## src/rtl/sim_end_monitor.sv

```systemverilog
// End-of-test monitor for the SoC sim top. It detects per-hart pass/fail, runs a cycle watchdog
// and streams the compliance signature through a single-outstanding read port.
module sim_end_monitor #(
  parameter int unsigned NUM_HARTS      = 1,
  parameter int unsigned COMPLIANCE     = 0,
  parameter int unsigned STOP_ON_FAIL   = 1,
  parameter int unsigned TIMEOUT_CYCLES = 0,
  parameter int unsigned CNT_W          = 32,
  parameter int unsigned MEM_AW         = 30
) (
  input  logic                    clk_i,
  input  logic                    rst_i,
  input  logic [32*NUM_HARTS-1:0] status_i,
  input  logic [32*NUM_HARTS-1:0] fail_num_i,
  input  logic [31:0]             end_flag_i,
  input  logic [31:0]             sig_begin_i,
  input  logic [31:0]             sig_end_i,
  output logic                    mem_req_o,
  output logic [MEM_AW-1:0]       mem_addr_o,
  input  logic                    mem_gnt_i,
  input  logic                    mem_rvalid_i,
  input  logic [31:0]             mem_rdata_i,
  output logic                    sig_valid_o,
  output logic [31:0]             sig_data_o,
  output logic                    done_o,
  output logic                    pass_o,
  output logic                    timeout_o,
  output logic [2:0]              fail_hart_o,
  output logic [31:0]             fail_num_o,
  output logic [CNT_W-1:0]        cycle_cnt_o
);

  typedef enum logic [2:0] {StIdle, StReq, StWait, StFin, StAbort} state_e;

  state_e               r_state, w_state_d;
  logic [NUM_HARTS-1:0] r_end_q, w_end_q_d;
  logic [NUM_HARTS-1:0] r_ended, w_ended_d;
  logic [NUM_HARTS-1:0] r_failed, w_failed_d;
  logic [NUM_HARTS-1:0] w_edge, w_fail_edge;
  logic [31:0]          r_end_flag_q;
  logic [29:0]          r_ptr, w_ptr_d;
  logic [31:0]          r_lim, w_lim_d;
  logic [30:0]          w_ptr_inc;
  logic [32:0]          w_nxt_byte;
  logic                 r_sig_valid, w_sig_valid_d;
  logic [31:0]          r_sig_data, w_sig_data_d;
  logic                 r_done, w_done_d;
  logic                 r_pass, w_pass_d;
  logic                 r_timeout, w_timeout_d;
  logic [2:0]           r_fail_hart, w_fail_hart_d;
  logic [31:0]          r_fail_num, w_fail_num_d;
  logic [CNT_W-1:0]     r_cnt, w_cnt_d;
  logic                 w_complete, w_complete_pass, w_timeout_hit, w_trigger;
  logic                 w_unused;

  assign w_unused = ^{status_i, fail_num_i, sig_begin_i[1:0], r_ptr};

  always_comb begin
    w_cnt_d         = r_cnt;
    w_end_q_d       = '0;
    w_edge          = '0;
    w_fail_edge     = '0;
    w_ended_d       = r_ended;
    w_failed_d      = r_failed;
    w_fail_hart_d   = r_fail_hart;
    w_fail_num_d    = r_fail_num;
    w_state_d       = r_state;
    w_ptr_d         = r_ptr;
    w_lim_d         = r_lim;
    w_sig_valid_d   = 1'b0;
    w_sig_data_d    = r_sig_data;
    w_complete      = 1'b0;
    w_complete_pass = 1'b0;
    w_ptr_inc       = {1'b0, r_ptr} + 31'd1;
    w_nxt_byte      = {w_ptr_inc, 2'b00};
    w_trigger       = (end_flag_i == 32'd1) && (r_end_flag_q != 32'd1) && !r_done;

    if (!r_done && !(&r_cnt)) begin
      w_cnt_d = r_cnt + CNT_W'(1);
    end

    for (int h = 0; h < int'(NUM_HARTS); h++) begin
      w_end_q_d[h] = status_i[32*h];
    end

    if (COMPLIANCE == 0) begin
      if (!r_done) begin
        for (int h = 0; h < int'(NUM_HARTS); h++) begin
          w_edge[h]      = status_i[32*h] & ~r_end_q[h];
          w_fail_edge[h] = w_edge[h] & ~status_i[32*h+1];
        end
        w_ended_d  = r_ended | w_edge;
        w_failed_d = r_failed | w_fail_edge;
        // Descending scan so the lowest failing index is the one left standing.
        if (r_failed == '0) begin
          for (int h = int'(NUM_HARTS) - 1; h >= 0; h--) begin
            if (w_fail_edge[h]) begin
              w_fail_hart_d = 3'(h);
              w_fail_num_d  = fail_num_i[32*h +: 32];
            end
          end
        end
        w_complete      = (&w_ended_d) | ((STOP_ON_FAIL != 0) & (|w_failed_d));
        w_complete_pass = (&w_ended_d) & ~(|w_failed_d);
      end
    end else begin
      unique case (r_state)
        StIdle: begin
          if (w_trigger) begin
            w_ptr_d   = sig_begin_i[31:2];
            w_lim_d   = sig_end_i;
            w_state_d = ({sig_begin_i[31:2], 2'b00} >= sig_end_i) ? StFin : StReq;
          end
        end
        StReq: begin
          if (mem_gnt_i) w_state_d = StWait;
        end
        StWait: begin
          if (mem_rvalid_i) begin
            w_sig_valid_d = 1'b1;
            w_sig_data_d  = mem_rdata_i;
            w_ptr_d       = w_ptr_inc[29:0];
            w_state_d     = (w_nxt_byte >= {1'b0, r_lim}) ? StFin : StReq;
          end
        end
        StFin: begin
          w_complete      = 1'b1;
          w_complete_pass = 1'b1;
        end
        StAbort: ;
        default: w_state_d = StIdle;
      endcase
    end

    // Completion on the same edge as the watchdog takes priority.
    w_timeout_hit = (TIMEOUT_CYCLES != 0) && !r_done && !w_complete &&
                    (w_cnt_d == CNT_W'(TIMEOUT_CYCLES));

    w_done_d    = r_done;
    w_pass_d    = r_pass;
    w_timeout_d = r_timeout;
    if (!r_done && w_complete) begin
      w_done_d = 1'b1;
      w_pass_d = w_complete_pass;
    end else if (w_timeout_hit) begin
      w_done_d    = 1'b1;
      w_timeout_d = 1'b1;
      w_pass_d    = 1'b0;
      if (COMPLIANCE != 0) begin
        w_state_d     = StAbort;
        w_sig_valid_d = 1'b0;
      end
    end
  end

  always_ff @(posedge clk_i) begin
    if (rst_i) begin
      r_state      <= StIdle;
      r_end_q      <= '0;
      r_ended      <= '0;
      r_failed     <= '0;
      r_end_flag_q <= '0;
      r_ptr        <= '0;
      r_lim        <= '0;
      r_sig_valid  <= 1'b0;
      r_sig_data   <= '0;
      r_done       <= 1'b0;
      r_pass       <= 1'b0;
      r_timeout    <= 1'b0;
      r_fail_hart  <= '0;
      r_fail_num   <= '0;
      r_cnt        <= '0;
    end else begin
      r_state      <= w_state_d;
      r_end_q      <= w_end_q_d;
      r_ended      <= w_ended_d;
      r_failed     <= w_failed_d;
      r_end_flag_q <= end_flag_i;
      r_ptr        <= w_ptr_d;
      r_lim        <= w_lim_d;
      r_sig_valid  <= w_sig_valid_d;
      r_sig_data   <= w_sig_data_d;
      r_done       <= w_done_d;
      r_pass       <= w_pass_d;
      r_timeout    <= w_timeout_d;
      r_fail_hart  <= w_fail_hart_d;
      r_fail_num   <= w_fail_num_d;
      r_cnt        <= w_cnt_d;
    end
  end

  assign mem_req_o   = (r_state == StReq);
  assign mem_addr_o  = MEM_AW'(r_ptr);
  assign sig_valid_o = r_sig_valid;
  assign sig_data_o  = r_sig_data;
  assign done_o      = r_done;
  assign pass_o      = r_pass;
  assign timeout_o   = r_timeout;
  assign fail_hart_o = r_fail_hart;
  assign fail_num_o  = r_fail_num;
  assign cycle_cnt_o = r_cnt;

endmodule
```

## config.mk

```make
export PLATFORM = sky130hd
export DESIGN_NAME = sim_end_monitor
export DESIGN_NICKNAME = d
export VERILOG_FILES = /design/src/rtl/sim_end_monitor.sv
export SDC_FILE = /design/constraint.sdc
export NUM_CORES = 1
export LEC_CHECK = 0
export ABC_AREA = 1
export BUFFER_PORTS_ARGS = -buffer_cell sky130_fd_sc_hd__buf_2
export CORE_AREA = 2 2 126 128
export CTS_CLUSTER_SIZE = 16
export DETAILED_ROUTE_END_ITERATION = 7
export DIE_AREA = 0 0 128 130
export PLACE_DENSITY = 0.62
export SYNTH_ARGS = -nofsm -noshare
export SYNTH_HDL_FRONTEND = slang
export SYNTH_SLANG_ARGS = --single-unit
```

## constraint.sdc

```tcl
create_clock -name clk_i -period 1.69 [get_ports clk_i]
set_input_delay 0.4225 -clock clk_i [delete_from_list [all_inputs] [get_ports clk_i]]
set_output_delay 0.4225 -clock clk_i [all_outputs]
set_load 0.02 [all_outputs]
```

==> impl_metrics.toml, run 1 <==
[placement]
hpwl_mm = 7.39
pre_cts_ws_ns = 0.0285
portBuffers = 101
gp_congestion = 0.843

[route]
viasPerCell = 4.12
wire_per_inst_um = 11.3
drt-pass1-iter-count = 4
drc = 0
wl_mm = 10.0
drt-initial-drc-count = 240
vias = 3670
ant_nets = 0

[final_layout]
layout_common_cells = "141 x nor2_1, 101 x buf_2, 90 x nand2_1"
n_fill_cell = 1673
area_growth_pct = 30.3
layout.nets = 890
finish.utilization = 0.320
drive_gt1_frac = 0.292
mostFrequentLayoutCell = "nor2_1"
num_antenna_cells = 0

[die]
initial_core_util = 0.246
core-area_mm2 = 0.0154
ios = 330
rows = 46
die_y_um = 130
die_area_mm2 = 0.0166
chipWidth_um = 128

[power_and_ir_drop]
p_per_area_mw_per_mm2 = 887
ir_drop_uv = 783
p_leak_nw = 2.50

[synth]
synth.yosys.seq_area_share = 0.364
synth_warnings = 0
ys_types = 29
syn-cell-area_mm2 = 0.00379
yosys.area.top_type = "dfxtp_1"
ys_top_cells_by_area = "dfxtp_1 36%, nor2_1 15%, buf_4 14%"
ys_ff_latch = 69
avgSynthCellArea_um2 = 6.80
synth_top_area_share = 0.364
syn_inst = 558

[worst_hold_path]
min_path_type = "input port to flop"
hold_start = "status_i[0]"

[clock_network]
cts-buffers-inserted = 9
worstSkewPairLatency_ns = 0.35
clockRootBuffer = "clkbuf_16"
cts_tree = "built"
cts_sinks = 69
htreeDepth = 3
clk_path_buf_depth = 2
cts.clk_slew.worst_paths_ns = 0.06

[grt]
grt_use_total = 0.117
antenna_found_initial = 0
grt_max_degree = 52
grt_pass1_vias = 3093
overflow = 0
met3_usage = 0.0349
globalRouteMet2Util = 0.187
grt_pass1_wl_mm = 15.3
grt_use_met1 = 0.149
grt-busiest-layer = "met2"

[setup_path]
timing.rr.start = "cycle_cnt_o[0]"
worstSetupStartpoint = "cycle_cnt_o[0]"
crit_buf_inv = 0
critPathMaxStageDelay_ns = 0.37
cp_max_fo = 4
cp-start-kind = "flop"
path_class = "flop to flop"
crit_slowest_cell = "dfxtp_2"
cp-end-kind = "flop"
cp.arrival_ns = 1.84
path_cells = "ha_4 > nand2_2 > nor2_4 > nand2_1 > nor2_2 > nand2_2 > nor2_2 > nand3_2 > nand2_1 > nor2_1"
critPathRequiredTime_ns = 1.93
crit_family = "simple AND/OR/NAND/NOR gates"

[timing]
hold_viol_final = 0
setup_tns_ns = 0
fin_ws_ns = 0.0842
min_period_ns = 1.61
relSlewSlack = 0.651
finalCritPeriodShare = 0.950
slew_viol_final = 0
finalSetupViolations = 0
timing.fmax_mhz = 623
tightestPinTransition_ns = 0.524
finalClockSkew_ns = 0.00813

[status]
status = "finished, final reports clean"

[flow_run]
maxCapViolCount = 0
## repair_timing
item                       CTS  global route
setup endpoints to repair    0            27
resized for setup            0            28
setup buffers                0             3
hold endpoints to repair     0             0
hold buffers                 0             0
## worst min-delay path, delay by kind of cell
kind / cells / cell delay (ns)
buf+inv: 2 / 0.11
simple gates: 1 / 0.07
## flip-flops by register name (all words and copies together) (netlist names)
| register | count |
|---|---|
| cycle_cnt_o | 32 |
| done_o | 1 |
| fail_num_o | 32 |
| pass_o | 1 |
| r_end_q | 1 |
| r_ended | 1 |
| r_failed | 1 |
## worst paths after layout
kind                      to  slack [ns]  cells past startpoint
min                  r_end_q        0.28                      3
max reg2reg  cycle_cnt_o[22]        0.08                     10
max          cycle_cnt_o[22]        0.08                     10
min reg2reg           pass_o        0.48                      2
## layer usage
metal / part of all wire / wire length (um)
met1: 0.44 / 4450
met2: 0.46 / 4650
met3: 0.075 / 755
met4: 0.018 / 177
met5: 0 / 0
## logic make-up (layout without fill, tap and decap cells)
| kind of cell | after synthesis | in the layout | synth area share |
|---|---|---|---|
| DFF | 69 | 69 | 0.364 |
| AOI/OAI and AO/OA | 66 | 66 | 0.0874 |
| adders and majority gates | 1 | 1 | 0.00330 |
| and+or+nand+nor | 297 | 298 | 0.340 |
| other | 1 | 68 | 0.000988 |
| buffers and inverters | 121 | 193 | 0.197 |
| xor gates and xnor gates | 3 | 3 | 0.00693 |
## through the flow
stage	std cells	hold WS [ns]	total power, mW	area (um2)
2_1_floorplan	625	0.429	2.24	4050
3_3_place_gp	869	0.442	2.28	4470
3_5_place_dp	869	0.461	2.28	4470
4_1_cts	885	0.276	4.43	4800
5_1_grt	890	0.295	4.56	4940
6_report	890	0.283	4.38	4940
## cell usage after synthesis
cell type  number
nand4_1         6
dfxtp_1        69
buf_2           3
nand2_4         1
nand3_2         4
clkbuf_1        7
buf_4          71
xor2_1          2
conb_1          1
nand3b_4        1
nor2_4          2
ha_1            1
inv_2           2
a21oi_1        28
inv_1          34
nor2_2          6
clkinv_1        1
nand2_2         5
nand3_1        26
a31oi_1         1
nor2_8          1
nor3_1          2
buf_6           3
xnor2_1         1
or2_2           2
nor2_1        147
nand3_4         1
nand2_1        93
o21ai_0        37
## final cells by class
cell class | instances | area, um2 | area share
tap | 192 | 240 | 0.0486
timing repair buffer | 140 | 841 | 0.170
multi-input combinational | 436 | 2000 | 0.405
inverter | 37 | 139 | 0.0281
sequential | 69 | 1390 | 0.282
clock inverter | 7 | 104 | 0.0210
clock buffer | 9 | 225 | 0.0456
## report_power, final
| group | internal, mW | total (mW) | leakage, nW | switching (mW) |
|---|---|---|---|---|
| Combinational | 0.148 | 0.520 | 1.77 | 0.372 |
| Sequential | 1.69 | 1.74 | 0.566 | 0.0414 |
| Clock | 1.32 | 2.13 | 0.161 | 0.813 |
| Total | 3.16 | 4.38 | 2.50 | 1.23 |
Power figures use the tool's default switching activity.
==> run 2: changes to the inputs <==
==> config.mk (replaced) <==
export PLATFORM = sky130hd
export DESIGN_NAME = sim_end_monitor
export DESIGN_NICKNAME = d
export VERILOG_FILES = /design/src/rtl/sim_end_monitor.sv
export SDC_FILE = /design/constraint.sdc
export NUM_CORES = 1
export LEC_CHECK = 0
export BUFFER_PORTS_ARGS = -buffer_cell sky130_fd_sc_hd__buf_2
export CORE_AREA = 2 2 127 129
export CTS_CLUSTER_SIZE = 16
export DETAILED_ROUTE_END_ITERATION = 7
export DIE_AREA = 0 0 129 131
export PLACE_DENSITY = 0.57
export SYNTH_ARGS = -nofsm -noshare
export SYNTH_HDL_FRONTEND = slang
export SYNTH_SLANG_ARGS = --single-unit
==> run 2 against run 1 <==
Combinational power shrank 7.1%. Synthesized cell count down 22%. Largest cell class unchanged. Highest routed layer unchanged. Clock power down 4%. Wire length fell by 0.64%. Largest power group unchanged. Clock skew fell by 0.0040 ns. The flow now finishes with violations (setup timing). Sequential share of layout area fell by 2.0 points. Core utilization grew 2.9 points.
==> impl_metrics.toml, run 2 <==
[placement]
placed_cells = 817
hpwl_mm = 7.12
gp_congestion = 0.762
portBuffers = 101

[timing]
timing.fmax_mhz = 510
finalCritPeriodShare = 1.16
fin_ws_ns = -0.272
rsz0062_at_grt = "true"
relSlewSlack = 0.661
hold_viol_final = 0
slew_viol_final = 0
worst_hold_slack_ns = 0.290
min_period_ns = 1.96
finalSetupViolations = 31
finalClockSkew_ns = 0.00408
tightestPinTransition_ns = 0.506

[die]
core-area_mm2 = 0.0156
die_area_mm2 = 0.0169
chipWidth_um = 129
ios = 330
initial_core_util = 0.225
rows = 46
die_y_um = 131

[clock_network]
clk_path_buf_depth = 2
cts_sinks = 69
worstSkewPairLatency_ns = 0.36
cts_tree = "built"
cts-buffers-inserted = 9
cts.clk_slew.worst_paths_ns = 0.06
htreeDepth = 3
clockRootBuffer = "clkbuf_16"

[setup_path]
timing.rr.start = "cycle_cnt_o[2]"
critPathRequiredTime_ns = 1.98
reg2reg_slack_ns = -0.27
cp.arrival_ns = 2.25
path_class = "flop to flop"
cp_max_fo = 6
r2r_cells = 7
r2r_end = "cycle_cnt_o[31]"
cp-start-kind = "flop"
cp-end-kind = "flop"

[route]
drc = 0
drt-met1-wl_mm = 4.28
wl_mm = 9.96
wire_per_inst_um = 11.8
wl_met3_um = 888
route.met2.wl_mm = 4.61
ant_nets = 0
viasPerCell = 4.07
routed.top_layer = "met4"
vias = 3432
drt-pass1-iter-count = 4
drt-initial-drc-count = 108

[synth]
synth_ff_type = "dfxtp_1"
ys_top_cells_by_area = "dfxtp_1 39%, buf_4 15%, nand2_1 8.4%"
ys_types = 42
syn_inst = 437
synth_top_area_share = 0.394
synth_common_cells = "79 x nand2_1, 69 x dfxtp_1, 68 x buf_4"
avgSynthCellArea_um2 = 8.03
synth.yosys.seq_area_share = 0.394
yosys.area.top_type = "dfxtp_1"
async_reset_ff_frac = 0
ys_ff_latch = 69
synth.most_common_cell = "nand2_1"
synth_warnings = 0
synth_edf_count = 0
syn-cell-area_mm2 = 0.00351

[grt]
grt_pass1_wl_mm = 15.5
antenna_found_initial = 0
grt_use_total = 0.120
grt_pass1_vias = 3122
overflow = 0
grt_max_degree = 33

[power_and_ir_drop]
p_leak_nw = 2.42
ir_drop_uv = 676
p_per_area_mw_per_mm2 = 773

[final_layout]
mostFrequentLayoutCell = "buf_2"
layout.nets = 820
multiInputGateArea_mm2 = 0.00211
finish.utilization = 0.350
area_growth_pct = 55.3
layout.cells.non_filler = 844
regArea_mm2 = 0.00143
num_antenna_cells = 0
layout_common_cells = "101 x buf_2, 79 x nand2_1, 76 x buf_4"
n_fill_cell = 1653
drive_gt1_frac = 0.467

[worst_hold_path]
min_path_type = "input port to flop"
hold_start = "status_i[0]"
min_to = "r_end_q"
min_path_cells = 2

[flow_run]
maxCapViolCount = 0

[status]
violations = "setup timing"
status = "complete, but fails checks"
## run 2: cell types whose count changed in the layout (fill, tap and decap cells not counted), moves of 10 or more
cell     previous run  this run
nor2_1            141        23
buf_4              36        76
o21ai_0            37         3
inv_1              34         4
a21oi_1            28        43
buf_6               0        14
dfxtp_1            60        46
nand3_1            24        11
nand2_1            90        79
a21oi_2             0        10
nor2b_1             0        10
## run 2: worst max-delay path, cell delays in order, from the launching register on
cell and delay [ns]:
dfxtp_2 0.35, nand4_4 0.13, buf_6 0.15, nor4_4 0.26, nand4_1 0.19, buf_6 0.18, or4_4 0.51, a21oi_2 0.13
## run 2: layer usage
metal  vias up  track usage
li1       1746            -
met1      1546        0.139
met2       127        0.189
met3        13       0.0590
met4         0       0.0550
met5         -            0
## run 2: power breakdown
| group | internal [mW] | switching (mW) |
|---|---|---|
| combinational | 0.143 | 0.340 |
| sequential | 1.67 | 0.0279 |
| clock | 1.24 | 0.791 |
| total | 3.05 | 1.16 |
## run 2: layout make-up
class	instances	area share
Sequential cell	69	0.262
Multi-Input combinational cell	343	0.387
Clock buffer	11	0.0466
Timing Repair Buffer	195	0.240
Tap cell	216	0.0496
Inverter	5	0.00344
Clock inverter	5	0.0117
## run 2: what timing repair did
item,4_1_cts,5_1_grt
resized for setup,40,38
pin swaps,35,32
endpoints found under the setup margin,32,32
cloned,1,0
setup buffers,5,7
hold buffers,0,0
## run 2: per-stage QoR
step	power, mW	setup TNS, ns	area, um2	worst slack (ns)
5_1_grt	4.40	-7.93	5450	-0.353
2_1_floorplan	2.16	-6.78	3840	-0.369
4_1_cts	4.28	-5.91	5250	-0.304
6_report	4.21	-5.55	5450	-0.272
3_3_place_gp	2.19	-6.28	4690	-0.278
3_5_place_dp	2.20	-6.16	4690	-0.298
## run 2: cells by family after synthesis
kind of cell             synth area share
flip-flops                          0.394
multiplexers                       0.0192
XOR/XNOR                           0.0125
adder cells (fa/ha/maj)           0.00356
other                             0.00107
AO/OA/AOI/OAI                       0.115
AND/OR/NAND/NOR                     0.280
buffers and inverters               0.176
## run 2: worst max path at each step
stage | startpoint | endpoint | depth (start not counted)
3_3_place_gp | cycle_cnt_o[1] | cycle_cnt_o[20] | 7
3_5_place_dp | cycle_cnt_o[1] | cycle_cnt_o[20] | 7
2_1_floorplan | cycle_cnt_o[1] | cycle_cnt_o[2] | 8
4_1_cts | done_o | cycle_cnt_o[22] | 6
6_report | cycle_cnt_o[2] | cycle_cnt_o[31] | 7
5_1_grt | done_o | cycle_cnt_o[27] | 7
==> run 3: changes to the inputs <==
--- a/config.mk
+++ b/config.mk
@@ -6,11 +6,12 @@
 export NUM_CORES = 1
 export LEC_CHECK = 0
 export BUFFER_PORTS_ARGS = -buffer_cell sky130_fd_sc_hd__buf_2
-export CORE_AREA = 2 2 127 129
+export CORE_AREA = 5 5 126 128
 export CTS_CLUSTER_SIZE = 16
 export DETAILED_ROUTE_END_ITERATION = 7
-export DIE_AREA = 0 0 129 131
-export PLACE_DENSITY = 0.57
+export DIE_AREA = 0 0 131 133
+export HOLD_SLACK_MARGIN = 0.1
+export PLACE_DENSITY = 0.6
 export SYNTH_ARGS = -nofsm -noshare
 export SYNTH_HDL_FRONTEND = slang
 export SYNTH_SLANG_ARGS = --single-unit
==> run 3 against run 2 <==
The run still ends with setup timing left. Worst setup slack worse by 0.0092 ns. Critical path depth fell by 1. Global-route usage decreased by 0.87 points. Via count increased by 0.99%. Count of clock-buffer cells in the layout rose by 1. Sequential cell count unchanged. Cell area shrank 0.14%. Register-to-register slack is essentially flat. Core utilization is 2.0 points higher. Maximum frequency down 0.47%. Clock skew rose by 0.0023 ns. Sequential share of layout area rose by 0.11 points.
==> impl_metrics.toml, run 3 (same netlist as run 2, synthesis figures left out) <==
[die]
initial_core_util = 0.238
core-area_mm2 = 0.0148
die_y_um = 133
rows = 45
ios = 330
chipWidth_um = 131
die_area_mm2 = 0.0174

[route]
drt-pass1-iter-count = 4
vias = 3466
ant_nets = 0
viasPerCell = 4.21
wire_per_inst_um = 12.2
wl_mm = 10.0
drc = 0
drt-initial-drc-count = 146

[setup_path]
worstSetupStartpoint = "done_o"
cp_max_fo = 5
cp-start-kind = "flop"
cp.arrival_ns = 2.24
timing.rr.start = "done_o"
critPathRequiredTime_ns = 1.96
critPathMaxStageDelay_ns = 0.41
cp_common_cell = "or3_4"
crit_buf_inv = 1
path_class = "flop to flop"
path_cells = "nand3b_1 > or3_4 > a311o_1 > buf_6 > or3_4 > a21oi_2"
crit_family = "simple AND/OR/NAND/NOR gates"
cp-end-kind = "flop"
crit_slowest_cell = "or3_4"

[clock_network]
cts.clk_slew.worst_paths_ns = 0.06
htreeDepth = 3
cts_tree = "built"
clockRootBuffer = "clkbuf_16"
cts-buffers-inserted = 9
worstSkewPairLatency_ns = 0.34
cts_hold_buf = 0
clk_path_buf_depth = 2
cts_sinks = 69

[grt]
overflow = 0
grt_use_total = 0.112
grt_pass1_vias = 3224
grt_pass1_wl_mm = 15.5
antenna_found_initial = 0
grt_max_degree = 33

[placement]
hpwl_mm = 7.26
gp_congestion = 0.747
pre_cts_ws_ns = -0.352
portBuffers = 101

[timing]
finalCritPeriodShare = 1.17
hold_viol_final = 0
min_period_ns = 1.97
finalSetupViolations = 31
rsz0062_at_grt = "true"
worst_hold_slack_ns = 0.316
slew_viol_final = 0
setup_tns_ns = -6.47
finalClockSkew_ns = 0.00641
timing.fmax_mhz = 507
relSlewSlack = 0.614
tightestPinTransition_ns = 0.579
fin_ws_ns = -0.281

[final_layout]
layout.nets = 827
mostFrequentLayoutCell = "buf_2"
num_antenna_cells = 0
drive_gt1_frac = 0.471
area_growth_pct = 55.1
layout_common_cells = "101 x buf_2, 79 x nand2_1, 78 x buf_4"

[power_and_ir_drop]
ir_drop_uv = 529
p_per_area_mw_per_mm2 = 785
power.total_mw = 4.27
p_leak_nw = 2.47

[worst_hold_path]
hold_start = "fail_num_i[0]"
min_path_type = "input port to flop"

[flow_run]
maxCapViolCount = 0

[status]
status = "complete, but fails checks"
violations = "setup timing"
[run 3: stage by stage]
| stage | utilization | cells | cell area, um2 |
|---|---|---|---|
| 2_1_floorplan | - | 504 | 3840 |
| 3_3_place_gp | 0.314 | 789 | 4640 |
| 3_5_place_dp | 0.314 | 789 | 4640 |
| 4_1_cts | 0.356 | 819 | 5250 |
| 5_1_grt | 0.369 | 823 | 5440 |
| 6_report | 0.369 | 823 | 5440 |
[run 3: area by class of cell]
type / instances / area (um2)
fillers: 1537 / 9310
clock inverters: 4 / 70.1
well taps: 188 / 235
flip-flops and latches: 69 / 1430
multi-input cells: 343 / 2060
clock buffers: 12 / 256
inverters: 5 / 18.8
repair buffers: 202 / 1380
[run 3: power by group]
group          switching (mW)  leakage, nW  internal [mW]  total, mW
logic                   0.340         1.73          0.149      0.489
clock network           0.723        0.163           1.37       2.09
registers              0.0284        0.574           1.67       1.69
total                    1.09         2.47           3.18       4.27
[run 3: path summary, 6_finish.rpt]
kind / to / slack (ns) / cells after the start
worst max-delay path: cycle_cnt_o[22] / -0.28 / 6
worst min register to register: fail_num_o[16] / 0.45 / 2
worst min-delay path: fail_num_o[0] / 0.32 / 3
worst max register to register: cycle_cnt_o[22] / -0.28 / 6
[run 3: repair_timing]
item	4_1_cts	5_1_grt
endpoints found under the setup margin	32	32
setup buffers	14	6
resized for setup	35	40
hold endpoints to repair	0	0
pin swaps	21	20
[run 3: worst reg2reg max path, delay by kind of cell, from the launching register on]
family	cells	cell delay (ns)
AO/OA/AOI/OAI	2	0.51
buffers and inverters	1	0.15
flip-flops	1	0.32
AND/OR/NAND/NOR	3	0.93
[run 3: layer usage]
metal	up-vias	global-route usage	wire length [um]
met4	0	0.0509	199
met1	1556	0.134	4170
met5	-	0	0
met2	130	0.171	4620
met3	15	0.0484	1050
li1	1765	-	-
